--- config.mk ---
export PLATFORM = sky130hd
export DESIGN_NAME = gcd_requester
export DESIGN_NICKNAME = d
export VERILOG_FILES = /design/src/rtl/gcd_pkg.sv /design/src/rtl/gcd_rsp_check.sv /design/src/rtl/gcd_requester.sv
export SDC_FILE = /design/constraint.sdc
export NUM_CORES = 1
export LEC_CHECK = 0
export CORE_MARGIN = 3
export CORE_UTILIZATION = 42
export CTS_CLUSTER_DIAMETER = 50
export DETAILED_ROUTE_END_ITERATION = 12
export DONT_BUFFER_PORTS = 1
export HOLD_SLACK_MARGIN = 0.06
export SYNTH_ARGS = -nofsm -noshare
export SYNTH_HDL_FRONTEND = slang
export SYNTH_SLANG_ARGS = --single-unit
--- constraint.sdc ---
create_clock -name clk_i -period 5.05 [get_ports clk_i]
set_clock_uncertainty 0.05 [all_clocks]
set_input_delay 0.2525 -clock clk_i [delete_from_list [all_inputs] [get_ports clk_i]]
set_output_delay 0.2525 -clock clk_i [all_outputs]
set_load 0.1 [all_outputs]
--- src/rtl/gcd_pkg.sv ---
// Shared definitions for the GCD requester and engine: FSM states, operand pair, defaults.
package gcd_pkg;

  localparam int unsigned GcdDataWidth     = 8;
  localparam int unsigned GcdTimeoutCycles = 255;

  typedef enum logic [1:0] {
    StIdle  = 2'd0,
    StIssue = 2'd1,
    StWait  = 2'd2,
    StDone  = 2'd3
  } gcd_state_e;

  typedef struct packed {
    logic [GcdDataWidth-1:0] a;
    logic [GcdDataWidth-1:0] b;
  } gcd_data_t;

endpackage

--- src/rtl/gcd_rsp_check.sv ---
// Combinational sanity check of an engine result: flags zero or a value above min(a, b).
module gcd_rsp_check #(
  parameter int unsigned DATA_WIDTH = 8
) (
  input  logic [DATA_WIDTH-1:0] a,
  input  logic [DATA_WIDTH-1:0] b,
  input  logic [DATA_WIDTH-1:0] gcd,
  output logic                  err
);

  logic [DATA_WIDTH-1:0] min_ab;

  always_comb begin
    min_ab = (a < b) ? a : b;
    err    = (gcd == '0) || (gcd > min_ab);
  end

endmodule

--- src/rtl/gcd_requester.sv ---
// Sequencer issuing operand pairs to the GCD engine and returning checked results.
// Optional WAIT timeout enabled by defining GCD_REQ_TIMEOUT_EN.
module gcd_requester
  import gcd_pkg::*;
#(
  parameter int unsigned DATA_WIDTH     = GcdDataWidth,
  parameter int unsigned TIMEOUT_CYCLES = GcdTimeoutCycles
) (
  input  logic                  clk_i,
  input  logic                  nreset_i,
  input  logic                  op_valid_i,
  output logic                  op_ready_o,
  input  logic [DATA_WIDTH-1:0] op_a_i,
  input  logic [DATA_WIDTH-1:0] op_b_i,
  output logic                  eng_req_valid_o,
  input  logic                  eng_req_ready_i,
  output logic [DATA_WIDTH-1:0] eng_a_o,
  output logic [DATA_WIDTH-1:0] eng_b_o,
  input  logic                  eng_rsp_valid_i,
  input  logic [DATA_WIDTH-1:0] eng_rsp_gcd_i,
  output logic                  res_valid_o,
  input  logic                  res_ready_i,
  output logic [DATA_WIDTH-1:0] res_gcd_o,
  output logic [DATA_WIDTH-1:0] res_a_o,
  output logic [DATA_WIDTH-1:0] res_b_o,
  output logic                  res_err_o,
  output logic                  busy_o
);

  gcd_state_e            state_q, state_d;
  logic [DATA_WIDTH-1:0] a_q, a_d, b_q, b_d, gcd_q, gcd_d;
  logic                  err_q, err_d;
  logic                  rsp_err;

  gcd_rsp_check #(
    .DATA_WIDTH(DATA_WIDTH)
  ) u_rsp_check (
    .a  (a_q),
    .b  (b_q),
    .gcd(eng_rsp_gcd_i),
    .err(rsp_err)
  );

`ifdef GCD_REQ_TIMEOUT_EN
  localparam int unsigned CntW = $clog2(TIMEOUT_CYCLES + 1);
  logic [CntW-1:0] cnt_q, cnt_d;
  logic            timeout;

  // Counter idles at zero outside WAIT, so it is cleared on every WAIT entry.
  assign cnt_d   = (state_q == StWait) ? cnt_q + 1'b1 : '0;
  assign timeout = (cnt_q == CntW'(TIMEOUT_CYCLES - 1));

  always_ff @(posedge clk_i) begin
    if (!nreset_i) cnt_q <= '0;
    else           cnt_q <= cnt_d;
  end
`else
  logic unused_timeout_cfg;
  assign unused_timeout_cfg = ^TIMEOUT_CYCLES;
`endif

  always_ff @(posedge clk_i) begin
    if (!nreset_i) begin
      state_q <= StIdle;
      a_q     <= '0;
      b_q     <= '0;
      gcd_q   <= '0;
      err_q   <= 1'b0;
    end else begin
      state_q <= state_d;
      a_q     <= a_d;
      b_q     <= b_d;
      gcd_q   <= gcd_d;
      err_q   <= err_d;
    end
  end

  always_comb begin
    state_d = state_q;
    a_d     = a_q;
    b_d     = b_q;
    gcd_d   = gcd_q;
    err_d   = err_q;
    unique case (state_q)
      StIdle: begin
        if (op_valid_i) begin
          a_d   = op_a_i;
          b_d   = op_b_i;
          err_d = 1'b0;
          // gcd(x, 0) = x, gcd(0, 0) = 0: resolved without the engine.
          if (op_a_i == '0 || op_b_i == '0) begin
            gcd_d   = op_a_i | op_b_i;
            state_d = StDone;
          end else begin
            gcd_d   = '0;
            state_d = StIssue;
          end
        end
      end
      StIssue: begin
        if (eng_req_ready_i) state_d = StWait;
      end
      StWait: begin
        if (eng_rsp_valid_i) begin
          gcd_d   = eng_rsp_gcd_i;
          err_d   = rsp_err;
          state_d = StDone;
        end
`ifdef GCD_REQ_TIMEOUT_EN
        else if (timeout) begin
          gcd_d   = '0;
          err_d   = 1'b1;
          state_d = StDone;
        end
`endif
      end
      StDone: begin
        if (res_ready_i) state_d = StIdle;
      end
      default: state_d = StIdle;
    endcase
  end

  always_comb begin
    op_ready_o      = (state_q == StIdle);
    eng_req_valid_o = (state_q == StIssue);
    res_valid_o     = (state_q == StDone);
    busy_o          = (state_q != StIdle);
    eng_a_o         = a_q;
    eng_b_o         = b_q;
    res_a_o         = a_q;
    res_b_o         = b_q;
    res_gcd_o       = gcd_q;
    res_err_o       = err_q;
  end

endmodule

==> results of run 1 <==
through the flow:
step	hold slack [ps]	util (%)
global placement	334	45.9
floorplan	347	-
finish	63.9	48.7
detailed placement	331	45.9
CTS	62.4	48.7
global route	61.0	48.7
logic make-up after synthesis:
family	synth area share [%]
AND/OR/NAND/NOR	19.2
AO/OA/AOI/OAI	21.7
buffers and inverters	11.1
flip-flops	30.1
adder cells (fa/ha/maj)	13.2
multiplexers	4.73
state kept, by name, summed over array words and instances, names as in the netlist:
signal     count
eng_a_o        8
state_q        2
eng_b_o        8
res_gcd_o      8
res_err_o      1
final timing paths:
path | to | start | slack, ps | depth (start not counted)
setup / recovery | res_err_o | eng_b_o[3] | 1470 | 13
hold / removal | res_gcd_o[1] | nreset_i | 60 | 1
setup reg to reg | res_err_o | eng_b_o[3] | 1470 | 13
hold reg to reg | state_q[1] | state_q[1] | 470 | 2
what timing repair did:
| action | in CTS | in global routing |
|---|---|---|
| hold endpoints to repair | 19 | 0 |
| hold buffers | 7 | 0 |
| buffers inserted | 0 | 0 |
metal layers:
metal / wire length (um) / global-route usage, % / up-vias / part of all wire (%)
li1: - / - / 737 / -
met1: 2060 / 24.7 / 710 / 42
met2: 2370 / 34.6 / 81 / 48
met3: 401 / 5.05 / 9 / 8.2
met4: 93 / 6.89 / 0 / 1.9
met5: 0 / 0 / - / 0
final cells by class:
| cell class | count | area (sq um) | area share [%] |
|---|---|---|---|
| well taps | 50 | 62.6 | 3.16 |
| inverters | 14 | 52.6 | 2.66 |
| repair buffers | 24 | 198 | 10.0 |
| multi-input cells | 146 | 1060 | 53.5 |
| flip-flops and latches | 27 | 561 | 28.4 |
| clock buffers | 4 | 45.0 | 2.28 |
cells in the final DEF, fill, tap and decap left out, types with 2 or more instances in the layout:
cell type and instances:
o211ai_1 3, or2_2 8, ha_1 19, dlygate4sd3_1 7, nor2b_1 9, a21oi_1 4, nand4_1 2, nand2_1 38
inv_1 14, o21ai_0 3, dfxtp_1 11, buf_4 17, a21o_1 2, and3_1 2, o21a_1 2, nand2b_1 3
dfxtp_2 16, mux2i_1 7, o22ai_1 2, a222oi_1 7, clkbuf_8 3, a21boi_0 17, nor4_1 6
power by group:
group	internal (mW)	switching, mW
clock	0.0567	0.0687
sequential	0.257	0.0779
combinational	0.207	0.743
total	0.520	0.890
cells in the mapped netlist (all sizes together) (4+ instances only):
master,n
buf,16
mux2i,7
dfxtp,27
nor4,6
nand2,38
ha,19
a21boi,17
inv,14
clkbuf,7
a222oi,7
a21oi,4
nor2b,9
or2,8
==> results.txt, run 1 <==
The max capacitance violation total came out at 0. Summed over all instances, the cell type with the most area after synthesis is dfxtp_1. Synthesis produced a netlist with a net count of 259. The leftover overflow at the end of global routing is 0. Setup repair after global routing left no endpoint under its margin. The total wire length after detailed routing is a little under 5000 um. The final period utilization came out at between 70% and 80%. The worst stage delay on the critical path is around 560 ps. STA puts the critical path data required time at between 5000 and 6000 ps. The setup slack of the critical path after layout came out at approximately 1500 ps. Traced cell by cell, the critical path runs through buf_4, inv_1, ha_1, a2111oi_2, o21bai_1, a221oi_4, mux2i_1, ha_1, a21o_1, a21oi_1, nor2b_1, o31ai_1, a21boi_0. The synthesized design contains 0 enable-type register cells.

The remaining design rule violation count came out at 0. Once detail routing completed, the nets flagged for antenna violations numbered 0. The starting density of the core came out at 44.3%. At the pin with the least slew margin, the transition time is between 900 and 1000 ps. The final non-filler cell area is ~2000 sq um. The core footprint is 4060 sq um. 0 antenna diodes ended up in the layout. The critical path buffer and inverter count came out at 2. STA classifies the critical path endpoint as a flip-flop. The normalized max-slew margin is 33.4%. The clock insertion delay at the later pin of the skew report came out at between 200 and 300 ps. The number of rows created at floorplan came out at 23. In the post-synthesis netlist, the biggest area contributors are dfxtp_1 30%, ha_1 13%, nand2_1 7.9%. The critical-path cell with the highest stage delay is a221oi_4. The average cell area after synthesis came out at between 8 and 9 sq um. Among cell families on the critical path, the largest total delay comes from compound AO/OA/AOI/OAI gates. Once detailed placement completed, the half-perimeter wirelength came to 3830 um. The H-tree depth reported by CTS came out at 1. At the end of routability-driven placement, the weighted congestion stood at about 0.8. The number of distinct library cell variants in the gate-level netlist after synthesis came out at 33. The total power per unit cell area came out at 713 nW/um^2. The flow ran to the end, and the final reports show no timing, DRC or antenna violations.

By startpoint and endpoint, the worst setup path is classified as reg2reg. The maximum vdd drop is approximately 560 uV. Across every metal layer, demand over resource in global routing totals around 20%. The number of cells after detailed placement came out at about 250. Dividing the detail-routed via count by the number of cells gives 5.80. The share of synthesized registers carrying an async set or reset is 0%.

The net count reported at finish came out at ~270. The top-level port count came out at 75. Summed over all failing endpoints, the final setup total negative slack is 0 ps. The clock sink count is 27. The cell repeated most along the worst path is ha_1. The count of TritonRoute iterations in the first routing pass came out at 5.

The detail-routed net length per standard cell came out at between 15 and 20 um. In the synthesized netlist, the number of instances is between 200 and 250. The via count of the first global-routing pass came to roughly 1700. Cells with a size suffix above 1 make up between 20 and 25% of the layout. The largest net degree at the start of global routing is 19.

The netlist area before placement is about 1800 sq um. The setup-violating endpoint count in the final report came out at 0. The clock tree buffer depth came out at 2.

The share of the synthesized area in the top cell type is 30.1%. The kind of start point of the critical path is a flip-flop. Clock-pin slew was measured on the worst setup and hold paths at around 90 ps. Timing would allow up to between 200 and 300 MHz. The via count is around 1500. The pre-CTS worst setup slack is approximately 1500 ps. In this run, CTS created clock tree buffers numbering 3. The number of fillers in the final layout came out at approximately 400. The share of the yosys chip area belonging to registers is roughly 30%. The critical path data arrival time is 3690 ps. The leading register cell type out of synthesis is dfxtp_1.

The width of the chip came out at just over 70 um. The count of buffers added on input and output ports is 0. The flop and latch count out of synthesis came out at 27. The smallest clock period supported by the final layout is computed as around 3600 ps. The root cell of the clock tree is clkbuf_8. Post-CTS repair changed the size of 0 cells. The die is between 70 and 80 um tall. The number of antenna violations at the first check in global routing came out at 0. The instance area at placement came out at roughly 1900 sq um. The final-report hold violation count came out at 0. The relative area change from synthesis to final layout is 9.95%. The static power due to leakage came out at between 0.8 and 0.9 nW. The initial DRC count came out at 63. The type of the most critical hold path is in2reg.

The critical-path maximum fanout came out at 8. The non-filler instance count after layout is about 270. The total number of yosys warnings came out at 0. The first global-routing pass estimated between 8000 and 9000 um of wire. The die outline area came out at around 5000 sq um.

The total power after layout is between 1 and 1.5 mW. TritonCTS built the clock tree. The number of max-slew violations in the final report came out at 0.
Power figures use the tool's default switching activity.
==> run 2: changes to the inputs <==
clock period = 3.6 ns   (was 5.05 ns; I/O delays follow)
==> run 2 against run 1 <==
Against the previous run: clock power rose by 41%; via count rose by 4.0%; largest cell class unchanged; critical endpoint unchanged; cell area rose by 9.9%; critical path type unchanged; first-iteration DRC count rose by 16%; register-to-register slack got worse by 1000 ps; global-route usage rose by 0.20 points; cell count rose by 7.5%; hold slack improved by 84 ps; combinational power rose by 42%.
==> results.txt, run 2 (synthesis gave the netlist of run 1 again) <==
Result of the run: complete, no violations (unchanged). Cell Chain, Critical Path: inv_1, ha_1, a2111oi_2, o21bai_1, a221oi_4, mux2i_1, ha_1, a21o_1, a21oi_1, nor2b_1, o31ai_1, a21boi_0 (was buf_4, inv_1, ha_1, a2111oi_2, o21bai_1, a221oi_4, mux2i_1, ha_1, a21o_1, a21oi_1, nor2b_1, o31ai_1, a21boi_0). The remaining design rule violation count is 0 (unchanged). The final-report hold violation count came out at 0 (unchanged). The normalized max-slew margin came out at 33.0% (was 33.4%). The net count reported at finish came out at 285 (was 265).

The minimum period implied by the final worst setup slack came to 3140 ps (was 3580 ps). The clock tree buffer depth came out at 2 (unchanged). The starting density of the core is 44.3% (unchanged). The relative area change from synthesis to final layout came to 20.8% (was 9.95%).

The clock insertion delay at the later pin of the skew report came out at 270 ps (was 280 ps). The top routing layer in use is met4 (unchanged). The vertical die dimension was 71.4 um (unchanged). The kind of start point of the critical path was a flip-flop (unchanged). The initial DRC count is 73 (was 63). Unrepaired setup endpoints after global routing: no (unchanged). The type of the most critical hold path was in2reg (unchanged). The setup-violating endpoint count in the final report came to 0 (unchanged). The wire length on met1 is 2040 um (was 2060 um). The number of port buffers came out at 0 (unchanged). The wire length on met3 came out at 551 um (was 401 um). The required time at the worst-slack endpoint was 3700 ps (was 5160 ps). The start-to-end type of the worst setup path is reg2reg (unchanged). The detail-routed net length per standard cell is 17.7 um (was 18.5 um). The number of rows created at floorplan was 23 (unchanged).

The share of cells above drive strength 1 came out at 21.3% (was 22.3%). The number of nets still failing antenna checks after routing was 0 (unchanged). The core footprint came to 4060 sq um (unchanged). The CTS buffer count was 3 (unchanged).

The instance area at placement is 1880 sq um (was 1860 sq um). The top-level port count came to 75 (unchanged). The total met2 wirelength after detailed routing is 2370 um (about the same). The critical-path maximum fanout came out at 8 (unchanged). The global placement routability congestion came out at 0.838 (was 0.802). The number of gates given a new drive strength after cts came to 0 (unchanged). The final hold slack is 148 ps (was 63.9 ps). The via count is 1598 (was 1537). The count of TritonRoute iterations in the first routing pass came out at 4 (was 5).

The root cell of the clock tree is clkbuf_8 (unchanged). The antenna diode count came to 0 (unchanged). The maximum clock frequency is 319 MHz (was 279 MHz). The post-detailed-placement half-perimeter wirelength came out at 3770 um (was 3830 um). The clock tree from TritonCTS is built (unchanged). The most common cell after layout, fill and taps aside is nand2_1 (unchanged). The max capacitance violation total is 0 (unchanged). The clock-pin slew reported for the worst setup and hold paths after clock tree synthesis came out at 90 ps (about the same). The via count of the first global-routing pass came out at 1756 (was 1655). The leftover overflow at the end of global routing came out at 0 (unchanged). The largest net degree at the start of global routing came out at 29 (was 19). The aggregate global-route resource usage is 20.4% (was 20.2%).

The critical path data arrival time is 3240 ps (was 3690 ps). The maximum vdd drop is 646 uV (was 557 uV). Top library cells by usage in the layout, fill and taps aside: 38 x nand2_1, 25 x dlygate4sd3_1, 19 x ha_1, 19 x buf_4, 17 x a21boi_0 (was 38 x nand2_1, 19 x ha_1, 17 x a21boi_0, 17 x buf_4, 16 x dfxtp_2). The H-tree depth reported by CTS came out at 1 (unchanged). The cell repeated most along the worst path is ha_1 (unchanged).

The first-pass GRT wire length is 8360 um (was 8100 um). The die outline area came to 5100 sq um (unchanged). The width of the chip is 71.4 um (unchanged). The critical-path cell with the highest stage delay is a221oi_4 (unchanged). The total power per unit cell area is 922 nW/um^2 (was 713 nW/um^2). The total wire length after detailed routing came to 5050 um (was 4920 um). The final period utilization came out at 87.2% (was 70.9%).

The clock sink count is 27 (unchanged). The static power due to leakage came out at 0.899 nW (was 0.813 nW). The total power after layout is 2.00 mW (was 1.41 mW). The type of destination of the critical path is a flip-flop (unchanged).

The final setup TNS is 0 ps (unchanged). The cell class contributing the biggest share of worst-path delay is compound AO/OA/AOI/OAI gates (unchanged). The worst stage delay on the critical path came out at 570 ps (was 560 ps).

The critical path buffer and inverter count came out at 1 (was 2). The number of max-slew violations in the final report came out at 0 (unchanged). The slew at the pin closest to its max-slew limit was 999 ps (about the same). The number of antenna violations at the first check in global routing was 0 (unchanged). The share of the core filled with cells is 53.5% (was 48.7%).

The number of vias per cell after detailed routing came to 5.61 (was 5.80). The final non-filler cell area is 2170 sq um (was 1980 sq um).
[run 2: tightest hold or removal path, cell delays in order]
cell      delay, ps
or2_2            80
a222oi_1         70
nor2b_1         100
[run 2: final cells by class]
cell class	instances	area, sq um
fill	393	1890
multi-input combinational	146	1060
sequential	27	561
timing repair buffer	44	393
tap	50	62.6
inverter	14	52.6
clock buffer	4	45.0
[run 2: through the flow]
| step | instances | worst slack, ps |
|---|---|---|
| 2_1_floorplan | 210 | 14.2 |
| 3_3_place_gp | 256 | 665 |
| 3_5_place_dp | 256 | 458 |
| 4_1_cts | 285 | 436 |
| 5_1_grt | 285 | 278 |
| 6_report | 285 | 462 |
[run 2: final timing paths]
kind / cells past startpoint / from / slack (ps) / to
max: 12 / eng_b_o[1] / 460 / res_err_o
min: 3 / op_a_i[4] / 150 / res_gcd_o[4]
min reg2reg: 2 / state_q[1] / 500 / state_q[1]
max reg2reg: 12 / eng_b_o[1] / 460 / res_err_o
[run 2: metal layers]
metal / up-vias / track usage (%)
li1: 776 / -
met1: 729 / 24.5
met2: 82 / 33.7
met3: 11 / 9.12
met4: 0 / 4.59
met5: - / 0
[run 2: timing repair]
item,in CTS,in global routing
hold endpoints to repair,27,0
buffers inserted,0,0
hold buffers,25,0
[run 2: where the power goes]
group / switching (mW) / internal, mW
Clock: 0.0962 / 0.0793
Combinational: 1.04 / 0.312
Sequential: 0.113 / 0.360
==> run 3: changes to the inputs <==
CELL_PAD_IN_SITES_DETAIL_PLACEMENT = 1   (was not set)
CELL_PAD_IN_SITES_GLOBAL_PLACEMENT = 1   (was not set)
CORE_MARGIN = 2   (was 3)
PLACE_DENSITY = 0.8   (was not set)
==> run 3 against run 2 <==
Against the previous run: total power up 0.82%; count of clock-buffer cells in the layout did not move; sequential share of layout area stayed put.
==> results.txt, run 3 (synthesis gave the netlist of run 1 again) <==
Cell Chain, Critical Path: inv_1, ha_1, a2111oi_2, o21bai_1, a221oi_4, mux2i_1, ha_1, a21o_1, a21oi_1, nor2b_1, o31ai_1, a21boi_0 (unchanged). The aggregate global-route resource usage came out at 23.5% (was 20.4%). The antenna diode count came out at 0 (unchanged). The final-report hold violation count is 0 (unchanged). The top-level port count is 75 (unchanged). The count of TritonRoute iterations in the first routing pass is 5 (was 4). The total power per unit cell area came out at 930 nW/um^2 (was 922 nW/um^2).

The share of cells above drive strength 1 is 21.3% (unchanged). The largest net degree at the start of global routing is 29 (unchanged). The register-to-register path setup slack came out at 480 ps (was 460 ps). The type of the most critical hold path was in2reg (unchanged). The via count of the first global-routing pass is 1778 (was 1756).

The endpoint with the worst hold slack is res_gcd_o[3] (was res_gcd_o[4]). Result of the run: complete, no violations (unchanged). The first-pass GRT wire length was 9000 um (was 8360 um).

The cell repeated most along the worst path is ha_1 (unchanged). The number of gates given a new drive strength after cts is 0 (unchanged). The static power due to leakage came to 0.899 nW (unchanged). The maximum clock frequency came out at 321 MHz (was 319 MHz). The clock insertion delay at the later pin of the skew report is 280 ps (was 270 ps).

The number of max-slew violations in the final report is 0 (unchanged). The cell class contributing the biggest share of worst-path delay was compound AO/OA/AOI/OAI gates (unchanged). The origin of the worst min-delay path is op_a_i[3] (was op_a_i[4]).

Unrepaired setup endpoints after global routing: no (unchanged). The root cell of the clock tree was clkbuf_8 (unchanged). The number of rows created at floorplan is 23 (unchanged). The number of cells traversed by the worst hold path is 3 (unchanged). The required time at the worst-slack endpoint came to 3720 ps (was 3700 ps). The maximum vdd drop came out at 584 uV (was 646 uV). The most common cell after layout, fill and taps aside is nand2_1 (unchanged). The slew at the pin closest to its max-slew limit is 982 ps (was 999 ps). The clock tree buffer depth is 2 (unchanged).

The initial DRC count came to 79 (was 73). The critical path buffer and inverter count came out at 1 (unchanged). The critical path data arrival time is 3240 ps (about the same). The via count is 1640 (was 1598). The core footprint is 4060 sq um (unchanged). Top library cells by usage in the layout, fill and taps aside: 38 x nand2_1, 25 x dlygate4sd3_1, 19 x ha_1, 19 x buf_4, 17 x a21boi_0 (unchanged). The terminus of the critical flop-to-flop path is res_err_o (unchanged). The width of the chip was 69.4 um (was 71.4 um).

The H-tree depth reported by CTS is 1 (unchanged). The setup-violating endpoint count in the final report is 0 (unchanged). The relative area change from synthesis to final layout came out at 20.8% (unchanged).

The worst stage delay on the critical path came out at 560 ps (was 570 ps). The global placement routability congestion is 0.868 (was 0.838). The cell count of the worst reg-to-reg path is 12 (unchanged). The number of nets still failing antenna checks after routing is 0 (unchanged). The minimum period implied by the final worst setup slack came out at 3120 ps (was 3140 ps). The leftover overflow at the end of global routing is 0 (unchanged). The critical-path cell with the highest stage delay is a221oi_4 (unchanged). The final period utilization is 86.6% (was 87.2%). The vertical die dimension came out at 69.4 um (was 71.4 um). The CTS buffer count is 3 (unchanged). The clock-pin slew reported for the worst setup and hold paths after clock tree synthesis came out at 100 ps (was 90 ps). The total power after layout came out at 2.02 mW (was 2.00 mW).

The total wire length after detailed routing is 5380 um (was 5050 um). The starting density of the core came out at 44.3% (unchanged). The die outline area came out at 4820 sq um (was 5100 sq um). The number of vias per cell after detailed routing is 5.75 (was 5.61).

The remaining design rule violation count came out at 0 (unchanged). The critical-path maximum fanout is 8 (unchanged). The clock tree from TritonCTS is built (unchanged).

The max capacitance violation total came out at 0 (unchanged). The post-detailed-placement half-perimeter wirelength is 3830 um (was 3770 um). The normalized max-slew margin is 34.5% (was 33.0%). The clock sink count is 27 (unchanged). The launching point of the worst reg2reg path is eng_b_o[1] (unchanged). The number of port buffers came out at 0 (unchanged). The detail-routed net length per standard cell came out at 18.9 um (was 17.7 um). The start-to-end type of the worst setup path is reg2reg (unchanged). The final setup TNS is 0 ps (unchanged).

The kind of start point of the critical path is a flip-flop (unchanged). The type of destination of the critical path is a flip-flop (unchanged). The number of antenna violations at the first check in global routing came out at 0 (unchanged). The net count reported at finish came to 285 (unchanged).
run 3: cell counts in the layout (fill, tap and decap cells not counted):
No cell type changed its count.
run 3: repair_timing:
action	in CTS	in global routing
endpoints found under the hold margin	27	0
setup buffers	0	0
hold buffers	25	0
run 3: final cells by class:
cell class,instances,area [sq um]
Tap cell,50,62.6
Sequential cell,27,561
Timing Repair Buffer,44,393
Clock buffer,4,45.0
Multi-Input combinational cell,146,1060
Inverter,14,52.6
Fill cell,475,1890
run 3: stage by stage:
stage / area [sq um] / hold WS, ps / cells / setup WS (ps) / utilization [%]
after global routing: 2170 / 148 / 285 / 207 / 53.5
after floorplan: 1800 / 267 / 210 / 14.2 / -
after CTS: 2170 / 142 / 285 / 456 / 53.5
final: 2170 / 143 / 285 / 481 / 53.5
after detailed placement: 1880 / 257 / 256 / 482 / 46.3
after global placement: 1880 / 262 / 256 / 666 / 46.3
run 3: layer usage:
layer  GRT usage, %  vias to the layer above  part of all wire, %
met5              0                        -                    0
met4           6.10                        0                 0.78
met3           5.52                        4                  6.1
met2           41.2                       65                   50
met1           28.7                      788                   43
li1               -                      783                    -
run 3: worst max-delay path by stage:
stage           endpoint        from  slack (ps)  cells past startpoint
6_report       res_err_o  eng_b_o[1]         480                     12
5_1_grt        res_err_o  eng_b_o[1]         210                     12
4_1_cts        res_err_o  eng_b_o[1]         460                     12
3_5_place_dp   res_err_o  eng_b_o[1]         480                     12
3_3_place_gp   res_err_o  eng_b_o[1]         670                     12
2_1_floorplan  res_err_o  eng_a_o[1]          10                     11
run 3: tightest hold or removal path, cell delays in order:
cell	delay, ps
or2_2	90
a222oi_1	70
nor2b_1	100
run 3: where the power goes:
part           switching [mW]  internal (mW)
logic                    1.06          0.311
clock network          0.0988         0.0796
registers               0.113          0.360
